<file path="src/rtl/uart_line_assembler.sv">
// rtl/uart_line_assembler.sv - assembles RX FIFO bytes into terminator-delimited lines held for a consumer
// Optional UART_LINE_SKIP_EMPTY_EN: a terminator arriving on an empty line is swallowed instead of delivered.
module uart_line_assembler #(
  parameter int LINE_BYTES  = 16,
  parameter int COUNT_WIDTH = 8,
  localparam int IDX_W = $clog2(LINE_BYTES),
  localparam int LEN_W = $clog2(LINE_BYTES + 1)
) (
  input  logic                   clk,
  input  logic                   rst,
  input  logic                   fifoEmpty,
  output logic                   fifoReadReq,
  input  logic                   fifoReadAck,
  input  logic [10:0]            fifoData,
  input  logic [7:0]             terminator,
  output logic                   lineValid,
  input  logic                   lineAck,
  input  logic [IDX_W-1:0]       lineIndex,
  output logic [7:0]             lineData,
  output logic [LEN_W-1:0]       lineLength,
  output logic                   lineError,
  output logic                   lineTruncated,
  output logic [COUNT_WIDTH-1:0] errorCount
);

  typedef enum logic {FILL = 1'b0, HOLD = 1'b1} state_e;

  state_e                 state_q, state_d;
  logic [LEN_W-1:0]       count_q, count_d;
  logic                   line_error_q, line_error_d;
  logic                   line_truncated_q, line_truncated_d;
  logic [COUNT_WIDTH-1:0] error_count_q, error_count_d;
  logic [7:0]             line_mem [LINE_BYTES];

  logic [7:0] rx_byte;
  logic       rx_flag;
  logic       accept;
  logic       is_term;
  logic       at_last;
  logic       skip_empty;
  logic       wr_en;

  assign rx_byte = fifoData[7:0];
  assign rx_flag = fifoData[10] | fifoData[9];
  assign accept  = (state_q == FILL) & fifoReadAck;
  assign is_term = (rx_byte == terminator);
  assign at_last = (count_q == LEN_W'(LINE_BYTES - 1));

`ifdef UART_LINE_SKIP_EMPTY_EN
  assign skip_empty = (count_q == '0);
`else
  assign skip_empty = 1'b0;
`endif

  always_ff @(posedge clk or negedge rst) begin
    if (!rst) begin
      state_q          <= FILL;
      count_q          <= '0;
      line_error_q     <= 1'b0;
      line_truncated_q <= 1'b0;
      error_count_q    <= '0;
    end else begin
      state_q          <= state_d;
      count_q          <= count_d;
      line_error_q     <= line_error_d;
      line_truncated_q <= line_truncated_d;
      error_count_q    <= error_count_d;
    end
  end

  always_comb begin
    state_d = state_q;
    case (state_q)
      FILL: if (accept && ((is_term && !skip_empty) || (!is_term && at_last))) state_d = HOLD;
      HOLD: if (lineAck) state_d = FILL;
      default: state_d = FILL;
    endcase
  end

  always_comb begin
    fifoReadReq = 1'b0;
    lineValid   = 1'b0;
    if (rst && state_q == FILL) fifoReadReq = ~fifoEmpty;
    if (state_q == HOLD) lineValid = 1'b1;
  end

  // A swallowed empty-line terminator still counts as a flagged entry but must not taint the next line.
  always_comb begin
    count_d          = count_q;
    line_error_d     = line_error_q;
    line_truncated_d = line_truncated_q;
    error_count_d    = error_count_q;
    wr_en            = 1'b0;
    if (accept) begin
      if (rx_flag && error_count_q != '1) error_count_d = error_count_q + 1'b1;
      if (!is_term) begin
        wr_en        = 1'b1;
        count_d      = count_q + 1'b1;
        line_error_d = line_error_q | rx_flag;
        if (at_last) line_truncated_d = 1'b1;
      end else if (!skip_empty) begin
        line_error_d = line_error_q | rx_flag;
      end
    end
    if (state_q == HOLD && lineAck) begin
      count_d          = '0;
      line_error_d     = 1'b0;
      line_truncated_d = 1'b0;
    end
  end

  always_ff @(posedge clk) begin
    if (wr_en) line_mem[count_q[IDX_W-1:0]] <= rx_byte;
  end

  assign lineData      = line_mem[lineIndex];
  assign lineLength    = count_q;
  assign lineError     = line_error_q;
  assign lineTruncated = line_truncated_q;
  assign errorCount    = error_count_q;

endmodule

</file>
<file path="config.mk">
export PLATFORM = sky130hd
export DESIGN_NAME = uart_line_assembler
export DESIGN_NICKNAME = d
export VERILOG_FILES = /design/src/rtl/uart_line_assembler.sv
export SDC_FILE = /design/constraint.sdc
export NUM_CORES = 1
export LEC_CHECK = 0
export ABC_AREA = 1
export CAP_MARGIN = 20
export CORE_AREA = 2 2 108 110
export CTS_CLUSTER_DIAMETER = 200
export DETAILED_ROUTE_END_ITERATION = 8
export DIE_AREA = 0 0 110 112
export PLACE_DENSITY = 0.84
export SKIP_CTS_REPAIR_TIMING = 1
export SYNTH_ARGS = -nofsm -noshare
export SYNTH_HDL_FRONTEND = slang
export SYNTH_SLANG_ARGS = --single-unit
export TNS_END_PERCENT = 100
</file>
<file path="constraint.sdc">
create_clock -name clk -period 2.2 [get_ports clk]
set_input_delay 0.33 -clock clk [delete_from_list [all_inputs] [get_ports clk]]
set_output_delay 0.33 -clock clk [all_outputs]
set_load 0.02 [all_outputs]
</file>
== Word level (Yosys, flattened, before mapping) ==
Memories as Yosys holds them, arrays and structs flattened.
Cells that the tools add are included.

* Register bits: 16
* Memory bits (writable): 128
* Bits of input ports: 28
* Memories: 1

{| class="wikitable"
|+ Memories
! name !! depth !! bits a word !! rd ports !! clocked after Yosys merged registers in !! wr ports !! RTL line !! RTL
|-
| line_mem || 16 || 8 || 1 || 0 || 1 || 33 || <nowiki>logic [7:0] line_mem [LINE_BYTES];</nowiki>
|}

* Add/subtract/negate cells: 2
* Equal/unequal tests: 4
* Mux-type cells: 18
* Bitwise logic cells: 5
* Reduce and logical (&&, ||, !) cells: 12

{| class="wikitable"
|+ Operators with widths
! kind !! count
|-
| 5-bit two-way mux || 3
|-
| 1-bit two-way mux || 14
|-
| 8-bit by 1-bit adder with 8-bit output, second input constant || 1
|-
| 8-bit equality test || 1
|-
| 8-bit != test, second input constant || 1
|-
| 5-bit by 1-bit adder with 5-bit output, second input constant || 1
|-
| 5-bit by 4-bit equality test with 1-bit output, second input constant || 1
|-
| 1-bit logical AND || 5
|-
| 2-bit AND reduction || 2
|-
| 2-bit nonzero test || 2
|-
| 3-bit AND reduction || 1
|-
| 2-bit by 1-bit != test with 1-bit output, second input constant || 1
|-
| 1-bit NOT || 2
|-
| 1-bit OR || 2
|-
| 1-bit one-hot mux with 2 select lines || 1
|-
| 1-bit AND || 1
|-
| 1-bit logical NOT || 1
|-
| 1-bit logical OR || 1
|}

== Depth between registers and ports, before layout ==
Gate-level depths: netlist of the first run.

* Depth after elaboration: 7
* Mapped depth: 10
* Gate-level depth less buffers: 9

== Least setup slack after synthesis of the first run ==
Ideal clock, no wire load.

* Path type: register to register
* Start point: register state_q
* End point: memory line_mem[12][0], enable pin
* Library setup time: 383 ps
* Arrival time: 1549 ps
* Slack: 268 ps
* Stages on the path, launching flop included: 5
* Clock period less this slack: 1932 ps
* Cell sequence: dfrtp_1 nor2_4 nand2_2 buf_2 nor3_1

* Longest elaborated chain between the ends: 5

{| class="wikitable"
|+ Ends and longest elaborated chain
! element !! RTL line !! RTL
|-
| from (decl) || 28 || <nowiki>state_e state_q, state_d;</nowiki>
|-
| from (signal assigned) || 63 || <nowiki>state_q <= state_d;</nowiki>
|-
| 1-bit NOT || 45 || <nowiki>assign accept = (state_q == FILL) & fifoReadAck;</nowiki>
|-
| 1-bit AND || 45 ||
|-
| 1-bit two-way mux || 94 || <nowiki>if (accept) begin</nowiki>
|-
| 1-bit two-way mux || 113 || <nowiki>if (wr_en) line_mem[count_q[IDX_W-1:0]] <= rx_byte;</nowiki>
|-
| 1-bit two-way mux (not written as such) || 113 ||
|-
| to (decl) || 33 ||
|}

Every way passes these cells.

== Worst setup path after layout of the first run ==
* Start point: memory line_mem[1][6]
* End point: output lineData[6]

* Longest elaborated chain between the ends: 1

{| class="wikitable"
|+ Ends and longest elaborated chain
! element !! RTL line !! RTL
|-
| memory 16 x 8 bit || - ||
|-
| to (decl) || 19 || <nowiki>output logic [7:0] lineData,</nowiki>
|}

Every way passes these cells.

==> results.json, run 1 <==
{
  "layout-drive-gt1-share_pct": 12.2,
  "critical_path_class": "reg -> out",
  "synth_top_cell_by_area": "edfxtp_1",
  "reg2reg_to": "line_mem[12][3]$_DFFE_PP_",
  "r2r_start": "lineLength[0]$_DFFE_PN0P_",
  "max_slew_margin_pct": 73.2,
  "final_area_um2": 7800,
  "clockBufferDepth": 2,
  "ys_seq_area_share_pct": 67.1,
  "critical_path.endpoint_type": "output port",
  "die_h_um": 112,
  "pwr_density_cell_nw_per_um2": 969,
  "place.gp.congestion": 0.868,
  "reg2reg_depth": 5,
  "dp_hpwl_mm": 10.3,
  "syn2layout_area_growth_pct": 23.3,
  "diodes": 0,
  "cp_max_fo": 1,
  "overflow": 0,
  "tritoncts": "built",
  "worst_pin_slew_ns": 0.398,
  "async_reset_ff_share_pct": 11.1,
  "clock_skew_ns": 0.00880,
  "ir_drop_mv": 0.606,
  "rrSetupSlack_ns": 0.55,
  "setup.worst_path.start_class": "flop",
  "wl_per_cell_um": 19.5,
  "root_buffer": "clkbuf_16",
  "rows": 39,
  "p_total_mw": 7.55,
  "nNetsFinal": 677,
  "cp.depth": 7,
  "nFillCells": 763,
  "post-place-ws_ns": -0.194,
  "drv_cap": 0,
  "fin_crit_sh_pct": 94.7,
  "status": "completed",
  "synth_edf_count": 128,
  "io_pins": 53,
  "cp-startpoint": "line_mem[1][6]$_DFFE_PP_",
  "grt_pass1_vias": 4596,
  "initialDrtViolationCount": 569,
  "ys_ff_latch": 144,
  "layout_setup_ws_ns": 0.117,
  "cp_slowest_stage_delay_ns": 0.33,
  "min_period_ns": 2.08,
  "dpl_cell_area_um2": 7200,
  "die_area_um2": 12300,
  "initial_core_util_pct": 56.6,
  "max_freq_ghz": 0.480,
  "antenna_found_initial": 0,
  "yosys-top-cells-count": "edfxtp_1 (128), inv_1 (90), nand2_1 (87), nand3_1 (59), o21ai_0 (37)",
  "postRouteAntennaNets": 0,
  "synthTopCellsByArea": "edfxtp_1 (61%), dfrtp_1 (6.3%), inv_1 (5.3%), nand2_1 (5.2%), nand3_1 (4.7%)",
  "synth_area_um2": 6320,
  "clkLatencyLatePin_ns": 0.42,
  "crit_family": "compound AO/OA/AOI/OAI gates",
  "endpoint": "lineData[6]",
  "die-width_um": 110,
  "grt_pass1_wl_mm": 24.1,
  "path_common_cell": "nand3_1",
  "grt_start_max_net_pins": 49,
  "hold_viol": 0,
  "final_core_util_pct": 69.8,
  "htree_num_levels": 4,
  "crit_path_cell_trace": "inv_1 -> a21oi_1 -> o21ai_0 -> nand3_1 -> nand3_1 -> nand2_1 -> dlymetal6s2s_1",
  "netlist_instances": 560,
  "groute.usage.overall_pct": 27.0,
  "avgViaCountPerCell": 5.76,
  "drtPass1Iterations": 5,
  "drv_slew": 0,
  "synth_top_area_share_pct": 60.8,
  "rsz0062_at_grt": "false",
  "drt_wl_total_mm": 15.6,
  "cp.buffers_inverters": 2,
  "crit_path_top_delay_cell": "edfxtp_1",
  "route.detailed.drc": 0,
  "core_area_um2": 11200,
  "p_leak_nw": 3.16,
  "postSynthAreaPerCell_um2": 11.3,
  "syn_nets": 594,
  "cts.sinks": 144,
  "crit_arrival_ns": 1.75,
  "io_buffers": 51,
  "yosysUniqueCellTypes": 24,
  "cts_inserted_buffers": 17,
  "vias": 4606,
  "hp-class": "in -> async",
  "yosysMostFrequentCell": "edfxtp_1",
  "worst_ep_required_time_ns": 1.87,
  "ys.flop_type": "edfxtp_1",
  "ys_warn_count": 0,
  "clkTransAtPathRegs_ns": 0.06,
  "setup_viol": 0
}
[placed cells by master (no fill, tap or decap), types with 2 or more instances in the layout]
cell	Yosys	final
nand2_2	2	2
xor2_1	7	7
clkinv_1	0	2
inv_6	0	2
o21ai_0	37	36
buf_4	0	36
clkbuf_16	0	17
ha_1	6	6
o21ai_1	2	3
nand3_1	59	59
o211ai_1	32	32
xnor2_1	6	6
clkinv_4	0	2
dlymetal6s2s_1	0	9
a21oi_1	32	32
nand2_1	87	87
nor2_1	5	5
nor3_1	17	17
bufinv_16	0	2
dfrtp_1	16	16
nand3_2	2	2
clkdlybuf4s50_1	0	40
buf_12	0	4
clkinvlp_4	0	4
edfxtp_1	128	128
clkinv_2	0	3
inv_1	90	89
[power breakdown]
group          total [mW]  switching, mW  internal, mW
clock network        2.78           1.11          1.66
registers            3.44          0.172          3.26
logic                1.34          0.811         0.531
[registers in the layout (all words and copies together) (netlist names)]
| register | flops |
|---|---|
| errorCount | 8 |
| lineError | 1 |
| lineLength | 5 |
| lineTruncated | 1 |
| line_mem | 128 |
| state_q | 1 |
[routing by layer]
| metal | track usage, % | vias to the layer above | wire length [um] |
|---|---|---|---|
| met3 | 6.50 | 65 | 1300 |
| met2 | 43.3 | 271 | 7690 |
| li1 | - | 2095 | - |
| met5 | 0 | - | 0 |
| met4 | 15.6 | 0 | 819 |
| met1 | 32.9 | 2175 | 5770 |
[worst register-to-register path: stages, from the launching register on]
cell and delay (ns):
dfrtp_1 0.45, inv_1 0.14, ha_1 0.15, inv_1 0.08, nor3_1 0.28, buf_4 0.25
[cell families after synthesis]
logic type | share of synthesized area [%]
buffers and inverters | 7.87
and+or+nand+nor | 12.6
adders and majority gates | 1.19
DFF | 67.1
AOI/OAI and AO/OA | 9.42
xor gates and xnor gates | 1.80
[per-stage QoR]
step / TNS (ns) / instances / hold slack, ns
after floorplan: 0 / 560 / 0.0344
after global placement: -0.972 / 766 / 0.471
after detailed placement: -4.19 / 766 / 0.494
after CTS: -1.51 / 798 / 0.269
after global routing: 0 / 799 / 0.304
final: 0 / 799 / 0.268
[worst min path at each step]
stage                                startpoint                        end  slack, ns  depth (start not counted)
after floorplan                             rst  errorCount[0]$_DFFE_PN0P_       0.03                          0
after global placement    lineError$_DFFE_PN0P_      lineError$_DFFE_PN0P_       0.47                          2
after detailed placement  lineError$_DFFE_PN0P_      lineError$_DFFE_PN0P_       0.49                          2
after CTS                                   rst          state_q$_DFF_PN0_       0.27                          2
after global routing                        rst          state_q$_DFF_PN0_       0.30                          2
final                                       rst          state_q$_DFF_PN0_       0.27                          2
[cell type report]
cell class	count	area [um2]	share of cell area [%]
clock buffer	18	429	5.50
clock inverter	14	140	1.80
inverter	91	348	4.46
multi-input combinational	298	1580	20.3
sequential	144	4240	54.4
tap	143	179	2.29
timing repair buffer	90	868	11.1
timing repair inverter	1	5.00	0.0642
Power figures use the tool's default switching activity.
==> run 2, diff against run 1 <==
--- a/config.mk
+++ b/config.mk
@@ -7,11 +7,12 @@
 export LEC_CHECK = 0
 export ABC_AREA = 1
 export CAP_MARGIN = 20
-export CORE_AREA = 2 2 108 110
+export CORE_AREA = 5 5 109 111
 export CTS_CLUSTER_DIAMETER = 200
 export DETAILED_ROUTE_END_ITERATION = 8
-export DIE_AREA = 0 0 110 112
-export PLACE_DENSITY = 0.84
+export DIE_AREA = 0 0 114 116
+export DONT_BUFFER_PORTS = 1
+export PLACE_DENSITY = 0.81
 export SKIP_CTS_REPAIR_TIMING = 1
 export SYNTH_ARGS = -nofsm -noshare
 export SYNTH_HDL_FRONTEND = slang
==> results.json, run 2 (synthesized netlist as in run 1, its figures left out) <==
{
  "layout-drive-gt1-share_pct": 8.29,
  "rrSetupSlack_ns": 0.20,
  "crit_arrival_ns": 2.24,
  "critical_path.endpoint_type": "flop",
  "nFillCells": 786,
  "status": "finished with violations",
  "final_cell_mix": "edfxtp_1 (128), inv_1 (90), nand2_1 (87)",
  "instances_no_fill": 731,
  "clkTransAtPathRegs_ns": 0.06,
  "grt_pass1_vias": 4111,
  "grt_start_max_net_pins": 129,
  "reg2reg_depth": 4,
  "initial_core_util_pct": 59.1,
  "violations": "hold timing",
  "hp-class": "in -> reg",
  "holdWs_ns": -0.0287,
  "wl_met3_mm": 1.22,
  "cp_max_fo": 22,
  "setup.worst_path.start_class": "flop",
  "core_area_um2": 10700,
  "dp_hpwl_mm": 7.91,
  "die_h_um": 116,
  "antenna_found_initial": 0,
  "layout_commonest_cell": "edfxtp_1",
  "max_freq_ghz": 0.499,
  "diodes": 0,
  "groute.usage.overall_pct": 20.8,
  "p_total_mw": 7.26,
  "p_leak_nw": 2.81,
  "cp_slowest_stage_delay_ns": 0.50,
  "crit_family": "simple AND/OR/NAND/NOR gates",
  "route.detailed.drc": 0,
  "clock_skew_ns": 0.00847,
  "post-place-ws_ns": 0.369,
  "setup_viol": 0,
  "overflow": 0,
  "grt_pass1_wl_mm": 20.6,
  "fin_crit_sh_pct": 91.1,
  "clockBufferDepth": 2,
  "reg2reg_to": "line_mem[11][2]$_DFFE_PP_",
  "syn2layout_area_growth_pct": 13.2,
  "nNetsFinal": 612,
  "ir_drop_mv": 0.729,
  "avgViaCountPerCell": 5.76,
  "clkLatencyLatePin_ns": 0.53,
  "hp-start": "fifoData[10]",
  "layout_setup_ws_ns": 0.196,
  "worst_pin_slew_ns": 0.724,
  "top_layer_used": "met4",
  "drtPass1Iterations": 5,
  "cp.buffers_inverters": 1,
  "postRouteAntennaNets": 0,
  "drt_wl_total_mm": 13.7,
  "wl_per_cell_um": 18.7,
  "largest_reg_flops": 128,
  "dp.cells": 689,
  "rows": 38,
  "rsz0062_at_grt": "false",
  "die_area_um2": 13200,
  "hold_viol": 1,
  "pwr_density_cell_nw_per_um2": 1010,
  "met1_length_mm": 5.38,
  "wl_met2_mm": 6.65,
  "worst_ep_required_time_ns": 2.44,
  "place.gp.congestion": 0.886,
  "cts_inserted_buffers": 17,
  "hold_depth": 2,
  "vias": 4207,
  "initialDrtViolationCount": 398,
  "hold_end": "lineError$_DFFE_PN0P_",
  "drv_cap": 0,
  "root_buffer": "clkbuf_8",
  "crit_path_cell_trace": "nor2_4 -> nand2_2 -> nor3_1 -> buf_4",
  "tritoncts": "built",
  "die-width_um": 114,
  "drv_slew": 0,
  "io_pins": 53,
  "tns_ns": 0,
  "io_buffers": 0,
  "max_slew_margin_pct": 51.6,
  "cts.sinks": 144,
  "r2r_start": "state_q$_DFF_PN0_",
  "crit_path_top_delay_cell": "dfrtp_1",
  "critical_path_class": "reg -> reg",
  "min_period_ns": 2.00,
  "htree_num_levels": 4
}
-- run 2: how the worst max path moves through the flow --
stage | from | endpoint | depth (start not counted)
2_1_floorplan | state_q$_DFF_PN0_ | line_mem[12][0]$_DFFE_PP_ | 4
3_3_place_gp | state_q$_DFF_PN0_ | line_mem[8][6]$_DFFE_PP_ | 4
3_5_place_dp | state_q$_DFF_PN0_ | line_mem[11][6]$_DFFE_PP_ | 4
4_1_cts | line_mem[3][4]$_DFFE_PP_ | lineData[4] | 6
5_1_grt | state_q$_DFF_PN0_ | line_mem[11][2]$_DFFE_PP_ | 4
6_report | state_q$_DFF_PN0_ | line_mem[11][2]$_DFFE_PP_ | 4
-- run 2: report_power, final --
group / total [mW] / internal, mW / switching [mW]
clock: 2.87 / 1.82 / 1.05
combinational: 0.836 / 0.285 / 0.551
sequential: 3.56 / 3.26 / 0.299
total: 7.26 / 5.37 / 1.90
-- run 2: layer usage --
metal  up-vias  track usage (%)
met4         0             9.82
li1       1969                -
met5         -                0
met2       190             33.0
met3        36             6.68
met1      2012             26.1
-- run 2: area by class of cell --
cell class | count | area [um2] | share of cell area, %
sequential | 144 | 4240 | 59.3
multi-input combinational | 298 | 1580 | 22.1
clock buffer | 19 | 422 | 5.89
inverter | 91 | 344 | 4.81
timing repair buffer | 26 | 220 | 3.08
tap | 140 | 175 | 2.45
clock inverter | 13 | 169 | 2.36
-- run 2: worst register-to-register path, cell delays in order (launching register included) --
cell and delay (ns):
dfrtp_1 0.50, nor2_4 0.27, nand2_2 0.30, nor3_1 0.38, buf_4 0.25
-- run 2: stage by stage --
| step | cell area, um2 | utilization, % | hold slack [ns] |
|---|---|---|---|
| floorplan | 6320 | - | 0.0344 |
| global placement | 6470 | 60.4 | 0.0349 |
| detailed placement | 6470 | 60.4 | 0.0349 |
| CTS | 7060 | 66.0 | -0.530 |
| global route | 7160 | 66.9 | 0.00123 |
| finish | 7160 | 66.9 | -0.0287 |
==> run 3, diff against run 2 <==
--- a/config.mk
+++ b/config.mk
@@ -6,6 +6,7 @@
 export NUM_CORES = 1
 export LEC_CHECK = 0
 export ABC_AREA = 1
+export ABC_CLOCK_PERIOD_IN_PS = 2200
 export CAP_MARGIN = 20
 export CORE_AREA = 5 5 109 111
 export CTS_CLUSTER_DIAMETER = 200
==> results of run 3 <==
No change in the layout: final DEF, timing and power equal those of run 2.
